File: src/rtl/gc_pkg.sv
// rtl/gc_pkg.sv - shared encodings and constants for the GameCube poll path
//
// Purpose: FSM state encoding, the poll command word and the slot counts
// that define the single-wire bit encoding. Imported by the poll transmitter
// and its bit timer.
package gc_pkg;

    typedef enum logic [1:0] {
        ST_IDLE    = 2'd0,
        ST_TX_BIT  = 2'd1,
        ST_TX_STOP = 2'd2,
        ST_RESP    = 2'd3
    } gc_state_e;

    // Poll command; bit 0 is OR-ed with the rumble request at transaction start.
    localparam logic [23:0] GC_POLL_CMD = 24'h400300;

    localparam int SLOTS_PER_BIT  = 4;
    localparam int ZERO_LOW_SLOTS = 3;
    localparam int ONE_LOW_SLOTS  = 1;

    // Number of leading low slots used to encode one data bit.
    function automatic logic [1:0] low_slots(input logic bit_val);
        return bit_val ? 2'(ONE_LOW_SLOTS) : 2'(ZERO_LOW_SLOTS);
    endfunction

endpackage

File: src/rtl/gc_bit_timer.sv
// rtl/gc_bit_timer.sv - tick/slot counter generating slot and bit boundaries
//
// Purpose: divides the fabric clock into 1 us slots and groups them into
// SLOTS_PER_BIT-slot bit cells. Counters sit at zero while run_i is low, so
// the first active cycle is always tick 0 of slot 0.
// Ports:
//   clk_i        clock
//   rst_i        synchronous active-high reset
//   run_i        count while high, hold cleared while low
//   slot_o       current slot index within the bit cell
//   slot_done_o  high on the last tick of a slot
//   bit_done_o   high on the last tick of the last slot of a bit cell
module gc_bit_timer
    import gc_pkg::*;
#(
    parameter int US_TICKS = 100
) (
    input  logic       clk_i,
    input  logic       rst_i,
    input  logic       run_i,
    output logic [1:0] slot_o,
    output logic       slot_done_o,
    output logic       bit_done_o
);

    localparam int TW = (US_TICKS > 1) ? $clog2(US_TICKS) : 1;
    localparam logic [TW-1:0] TICK_LAST = TW'(US_TICKS - 1);
    localparam logic [1:0]    SLOT_LAST = 2'(SLOTS_PER_BIT - 1);

    logic [TW-1:0] tick_q;
    logic [1:0]    slot_q;

    assign slot_o      = slot_q;
    assign slot_done_o = run_i && (tick_q == TICK_LAST);
    assign bit_done_o  = slot_done_o && (slot_q == SLOT_LAST);

    always_ff @(posedge clk_i) begin
        if (rst_i || !run_i) begin
            tick_q <= '0;
            slot_q <= '0;
        end else if (slot_done_o) begin
            tick_q <= '0;
            // Four slots per bit: the 2-bit slot index wraps back to 0 by itself.
            slot_q <= slot_q + 2'd1;
        end else begin
            tick_q <= tick_q + TW'(1);
        end
    end

endmodule

File: src/rtl/gc_poll_tx.sv
// rtl/gc_poll_tx.sv - periodic GameCube poll transmitter with response window
//
// Purpose: every POLL_INTERVAL cycles sends the 24-bit poll command plus a
// stop bit on the open-drain data line, then holds ready for RESP_TICKS
// cycles so the downstream reader can capture the controller response.
// Ports:
//   PCLK        fabric clock
//   PRESERN     synchronous active-high reset
//   enable      1 = new polls may start
//   rumble      command bit 0, sampled at transaction start
//   data_in     raw line level (asynchronous)
//   data_oe     1 = pull line low, 0 = release
//   ready       response window active
//   busy        transaction in progress
//   poll_done   one-cycle pulse when the response window closes
//   line_fault  sticky: line was low when a poll was due
module gc_poll_tx
    import gc_pkg::*;
#(
    parameter int US_TICKS      = 100,
    parameter int POLL_INTERVAL = 1666666,
    parameter int RESP_TICKS    = 40000,
    parameter int CMD_BITS      = 24
) (
    input  logic PCLK,
    input  logic PRESERN,
    input  logic enable,
    input  logic rumble,
    input  logic data_in,
    output logic data_oe,
    output logic ready,
    output logic busy,
    output logic poll_done,
    output logic line_fault
);

    localparam int IW = (POLL_INTERVAL > 1) ? $clog2(POLL_INTERVAL) : 1;
    localparam int BW = (CMD_BITS > 1) ? $clog2(CMD_BITS) : 1;
    localparam int RW = (RESP_TICKS > 1) ? $clog2(RESP_TICKS) : 1;

    localparam logic [IW-1:0] INT_LAST  = IW'(POLL_INTERVAL - 1);
    localparam logic [BW-1:0] BIT_LAST  = BW'(CMD_BITS - 1);
    localparam logic [RW-1:0] RESP_LAST = RW'(RESP_TICKS - 1);

    logic                din_meta_q;
    logic                din_s_q;
    gc_state_e           state_q, state_d;
    logic [CMD_BITS-1:0] shift_q, shift_d;
    logic [BW-1:0]       bit_idx_q, bit_idx_d;
    logic [RW-1:0]       resp_cnt_q, resp_cnt_d;
    logic [IW-1:0]       int_cnt_q, int_cnt_d;
    logic                oe_d, ready_d, done_d, fault_d;

    logic       due;
    logic       timer_run;
    logic [1:0] slot;
    logic       slot_done;
    logic       bit_done;
    logic [1:0] cur_low;

    assign due       = (int_cnt_q == INT_LAST);
    assign timer_run = (state_q == ST_TX_BIT) || (state_q == ST_TX_STOP);
    assign cur_low   = low_slots(shift_q[CMD_BITS-1]);

    gc_bit_timer #(
        .US_TICKS (US_TICKS)
    ) u_bit_timer (
        .clk_i       (PCLK),
        .rst_i       (PRESERN),
        .run_i       (timer_run),
        .slot_o      (slot),
        .slot_done_o (slot_done),
        .bit_done_o  (bit_done)
    );

    // Next-state logic. Outputs are derived from the next state so that the
    // registered data_oe/ready line up with the state they belong to.
    always_comb begin
        state_d    = state_q;
        shift_d    = shift_q;
        bit_idx_d  = bit_idx_q;
        resp_cnt_d = resp_cnt_q;
        oe_d       = 1'b0;
        ready_d    = 1'b0;
        done_d     = 1'b0;
        fault_d    = line_fault;
        int_cnt_d  = int_cnt_q;

        // Saturating interval counter; holds while polling is disabled.
        if (enable && !due) begin
            int_cnt_d = int_cnt_q + IW'(1);
        end

        unique case (state_q)
            ST_IDLE: begin
                if (due && enable) begin
                    if (din_s_q) begin
                        state_d   = ST_TX_BIT;
                        shift_d   = CMD_BITS'(GC_POLL_CMD) | CMD_BITS'(rumble);
                        bit_idx_d = '0;
                        int_cnt_d = '0;
                        oe_d      = 1'b1;
                    end else begin
                        // Someone else holds the line low; wait for release.
                        fault_d = 1'b1;
                    end
                end
            end
            ST_TX_BIT: begin
                if (bit_done) begin
                    // Every bit cell and the stop bit start with a low slot.
                    oe_d = 1'b1;
                    if (bit_idx_q == BIT_LAST) begin
                        state_d = ST_TX_STOP;
                    end else begin
                        bit_idx_d = bit_idx_q + BW'(1);
                        shift_d   = shift_q << 1;
                    end
                end else if (slot_done) begin
                    oe_d = (slot + 2'd1) < cur_low;
                end else begin
                    oe_d = slot < cur_low;
                end
            end
            ST_TX_STOP: begin
                if (slot_done) begin
                    state_d    = ST_RESP;
                    resp_cnt_d = '0;
                    ready_d    = 1'b1;
                end else begin
                    oe_d = 1'b1;
                end
            end
            ST_RESP: begin
                if (resp_cnt_q == RESP_LAST) begin
                    state_d = ST_IDLE;
                    done_d  = 1'b1;
                end else begin
                    resp_cnt_d = resp_cnt_q + RW'(1);
                    ready_d    = 1'b1;
                end
            end
            default: begin
                state_d = ST_IDLE;
            end
        endcase
    end

    always_ff @(posedge PCLK) begin
        if (PRESERN) begin
            din_meta_q <= 1'b0;
            din_s_q    <= 1'b0;
            state_q    <= ST_IDLE;
            shift_q    <= '0;
            bit_idx_q  <= '0;
            resp_cnt_q <= '0;
            int_cnt_q  <= '0;
            data_oe    <= 1'b0;
            ready      <= 1'b0;
            busy       <= 1'b0;
            poll_done  <= 1'b0;
            line_fault <= 1'b0;
        end else begin
            din_meta_q <= data_in;
            din_s_q    <= din_meta_q;
            state_q    <= state_d;
            shift_q    <= shift_d;
            bit_idx_q  <= bit_idx_d;
            resp_cnt_q <= resp_cnt_d;
            int_cnt_q  <= int_cnt_d;
            data_oe    <= oe_d;
            ready      <= ready_d;
            busy       <= (state_d != ST_IDLE);
            poll_done  <= done_d;
            line_fault <= fault_d;
        end
    end

endmodule

File: config.mk
export PLATFORM = sky130hd
export DESIGN_NAME = gc_poll_tx
export DESIGN_NICKNAME = d
export VERILOG_FILES = /design/src/rtl/gc_pkg.sv /design/src/rtl/gc_bit_timer.sv /design/src/rtl/gc_poll_tx.sv
export SDC_FILE = /design/constraint.sdc
export NUM_CORES = 1
export LEC_CHECK = 0
export ABC_AREA = 1
export BUFFER_PORTS_ARGS = -buffer_cell sky130_fd_sc_hd__buf_4
export CAP_MARGIN = 20
export CORE_MARGIN = 4
export CORE_UTILIZATION = 56
export DETAILED_ROUTE_END_ITERATION = 10
export MAX_ROUTING_LAYER = met4
export PLACE_DENSITY = 0.84
export SYNTH_ARGS = -nofsm -noshare
export SYNTH_HDL_FRONTEND = slang
export SYNTH_SLANG_ARGS = --single-unit
File: constraint.sdc
create_clock -name PCLK -period 1.8 [get_ports PCLK]
set_input_delay 0 -clock PCLK [delete_from_list [all_inputs] [get_ports PCLK]]
set_output_delay 0 -clock PCLK [all_outputs]
set_load 0.03 [all_outputs]
==> metrics.yaml <==
ir_drop_mv: 0.5910
tightest_slew_ns: 0.4406
fin_crit_ns: 1.933
drc: 0
synth_edf_count: 0
ioPinCount: 10
layout.cell_area.non_filler_um2: 5394
period_share: 1.074
r2r_start: "state_q[0]$_SDFF_PP0_"
synth_area_leader_cell: "dfxtp_1"
cpLargestDelayFamily: "simple AND/OR/NAND/NOR gates"
grt.overflow.total: 0
vias: 4450
n_fill_cell: 581
slowest_delay_ns: 0.34
grt_pass1_wl_mm: 18.15
avgViaCountPerCell: 5.535
synthArstFlopShare: 0
grt_max_degree: 28
finalHoldViolCount: 0
grt_usage: 0.2337
maxSlewViolCount: 0
port-buffer-count: 9
syn-instance-count: 648
drive_above_1_share: 0.2037
cp.buffers_inverters: 5
yosysWarnings: 0
rsz0062_at_grt: "yes"
antenna_found_initial: 0
area_growth_pct: 21.54
tritoncts: "done"
crit_chain: "inv_2, ha_4, nand2_1, inv_1, nand2_2, nor2_4, nand4_1, nand2_4, buf_4, buf_6, buf_6, nand3_1, o21ai_2, nor2_2"
path_clk_slew_ns: 0.09
routedWlPerCell_um: 14.16
worstReg2RegEnd: "shift_q[20]$_SDFFE_PP0P_"
diodes: 0
synth_top_area_frac: 0.3789
violations: "negative setup slack"
yosysMostFrequentCell: "nand2_1"
ys_ff_latch: 84
die_h_um: 97.02
r2r_cells: 14
crit_top_cell: "buf_6"
initial_utilization: 0.5743
cts_max_level: 3
end_kind: "flip-flop"
cap_violations: 0
required_ns: 2.05
avgSynthCellArea_um2: 6.849
start_kind: "flip-flop"
synth_area_leaders: "dfxtp_1 (38%), nand2_1 (12%), nor2_1 (7.5%)"
regToRegSetupSlack_ns: -0.13
ctsRootBufferMaster: "clkbuf_8"
fin_ws_ns: -0.1333
power.density_nw_per_um2: 725.0
cpMaxStageDelayCell: "dfxtp_2"
clock.fmax_mhz: 517.2
design.core.area_um2: 7727
dp_worst_setup_slack_ns: -0.1214
critPathMaxFanout: 5
finClkSkew_ns: 0.01323
clk_latency_ns: 0.36
postRouteAntennaNets: 0
place_hpwl_mm: 7.189
synth_top_cells_by_count: "nand2_1 (147), nor2_1 (89), dfxtp_1 (84), inv_1 (70), nand3_1 (54)"
hold_end: "din_meta_q$_SDFF_PP0_"
max-slew-margin-rel: 0.7060
rows: 32
routed_wl_mm: 11.39
drt_iter0_drc: 241
clockBufferDepth: 2
cellLeakagePower_nw: 2.089
outcome: "finished, violations left"
min_from: "PRESERN"
syn-cell-area_um2: 4438
ys_seq_area_frac: 0.3789
gp_congestion: 0.9561
fp.dieW_um: 97.02
nNetsFinal: 713
place_area_um2: 4816
synth_top_flop_cell: "dfxtp_1"
critPathArrivalTime_ns: 2.19
yosysUniqueCellTypes: 39
min_path_type: "in2reg"
syn-num-nets: 664
firstDrtPassIters: 5
setup_viol: 40
crit_type: "reg2reg"
first_global_vias: 4182
cts_sinks: 84
cts_buffers: 9
die_area_um2: 9413
hold_depth: 2
-- worst max path at each step --
stage / start / end / slack, ns / cells after the start
2_1_floorplan: state_q[0]$_SDFF_PP0_ / shift_q[22]$_SDFFE_PP0P_ / -0.04 / 13
3_3_place_gp: state_q[0]$_SDFF_PP0_ / bit_idx_q[1]$_SDFFE_PP0P_ / -0.02 / 11
3_5_place_dp: state_q[1]$_SDFF_PP0_ / shift_q[1]$_SDFFE_PP0P_ / -0.12 / 11
4_1_cts: state_q[0]$_SDFF_PP0_ / shift_q[4]$_SDFFE_PP0P_ / -0.09 / 13
5_1_grt: state_q[0]$_SDFF_PP0_ / bit_idx_q[4]$_SDFFE_PP0P_ / -0.25 / 15
6_report: state_q[0]$_SDFF_PP0_ / shift_q[20]$_SDFFE_PP0P_ / -0.13 / 14
-- layout by cell type, fill, tap and decap left out, drive strengths merged --
cell and instances:
nand2 155, nor2 97, dfxtp 84, inv 72, nand3 56, buf 54, a21oi 46, o21ai 40
nor3 17, xor2 13, nand4 12, ha 11, clkbuf 11, or2 5, clkinv 5, xnor2 4
a21boi 4, nand3b 2, and2 2, o21a 2, and3 2, nor3b 2, bufinv 2, dlygate4sd3 2
or3 1, a211oi 1
-- final cells by class --
cell class              count  area (um^2)  area share
flip-flops and latches     84         1687      0.3127
clock inverters             6        87.58     0.01624
repair buffers             57        498.0     0.09232
inverters                  73        286.5     0.05312
multi-input cells         472         2570      0.4765
clock buffers              10        137.6     0.02552
well taps                 102        127.6     0.02366
-- flip-flops by register name, indices dropped and copies added, names as in the netlist, 2 cells and up --
register	cells
bit_idx_q	5
resp_cnt_q	16
shift_q	24
u_bit_timer.tick_q	7
state_q	2
u_bit_timer.slot_o	2
int_cnt_q	21
-- worst reg2reg max path: cells and delay by family (launching register included) --
| family | cells | cell delay, ns |
|---|---|---|
| AND/OR/NAND/NOR | 7 | 0.67 |
| adder cells (fa/ha/maj) | 1 | 0.25 |
| flip-flops | 1 | 0.34 |
| AO/OA/AOI/OAI | 1 | 0.12 |
| buffers and inverters | 5 | 0.45 |
-- logic make-up (layout without fill, tap and decap cells) --
kind of cell | after synthesis | count (layout) | share of synthesized area
xor gates and xnor gates | 17 | 17 | 0.03355
adders and majority gates | 11 | 11 | 0.03101
AOI/OAI and AO/OA | 93 | 93 | 0.1139
buffers and inverters | 93 | 146 | 0.09106
DFF | 84 | 84 | 0.3789
and+or+nand+nor | 350 | 351 | 0.3516
-- power by group --
group	internal [mW]	switching, mW
Sequential	1.90	0.0182
Combinational	0.191	0.282
Clock	0.820	0.704
Total	2.91	1.00
-- layer usage --
layer	up-vias	part of all wire	track usage
li1	2170	-	-
met1	2109	0.40	0.2641
met2	138	0.52	0.4151
met3	33	0.055	0.04326
met4	0	0.026	0.07667
met5	-	0	-
-- repair_timing --
| item | in CTS | in global routing |
|---|---|---|
| endpoints found under the setup margin | 50 | 69 |
| gates resized for setup | 24 | 54 |
| buffers inserted | 5 | 4 |
| pin swaps | 9 | 15 |
| hold buffers | 2 | 0 |
| gates cloned | 1 | 1 |
| endpoints found under the hold margin | 2 | 0 |
-- per-stage QoR --
stage	utilization	setup TNS [ns]	instances	hold slack [ns]	total power [mW]
final	0.6980	-2.774	804	0.02410	3.910
after CTS	0.6710	-1.857	799	0.006221	3.880
after detailed placement	0.6232	-1.825	775	0.2086	2.340
after floorplan	-	-0.5254	648	0.1070	2.212
after global placement	0.6232	-0.1929	775	0.2074	2.326
after global routing	0.6980	-7.886	804	0.04137	4.045
(Power assumes the default switching activity.)
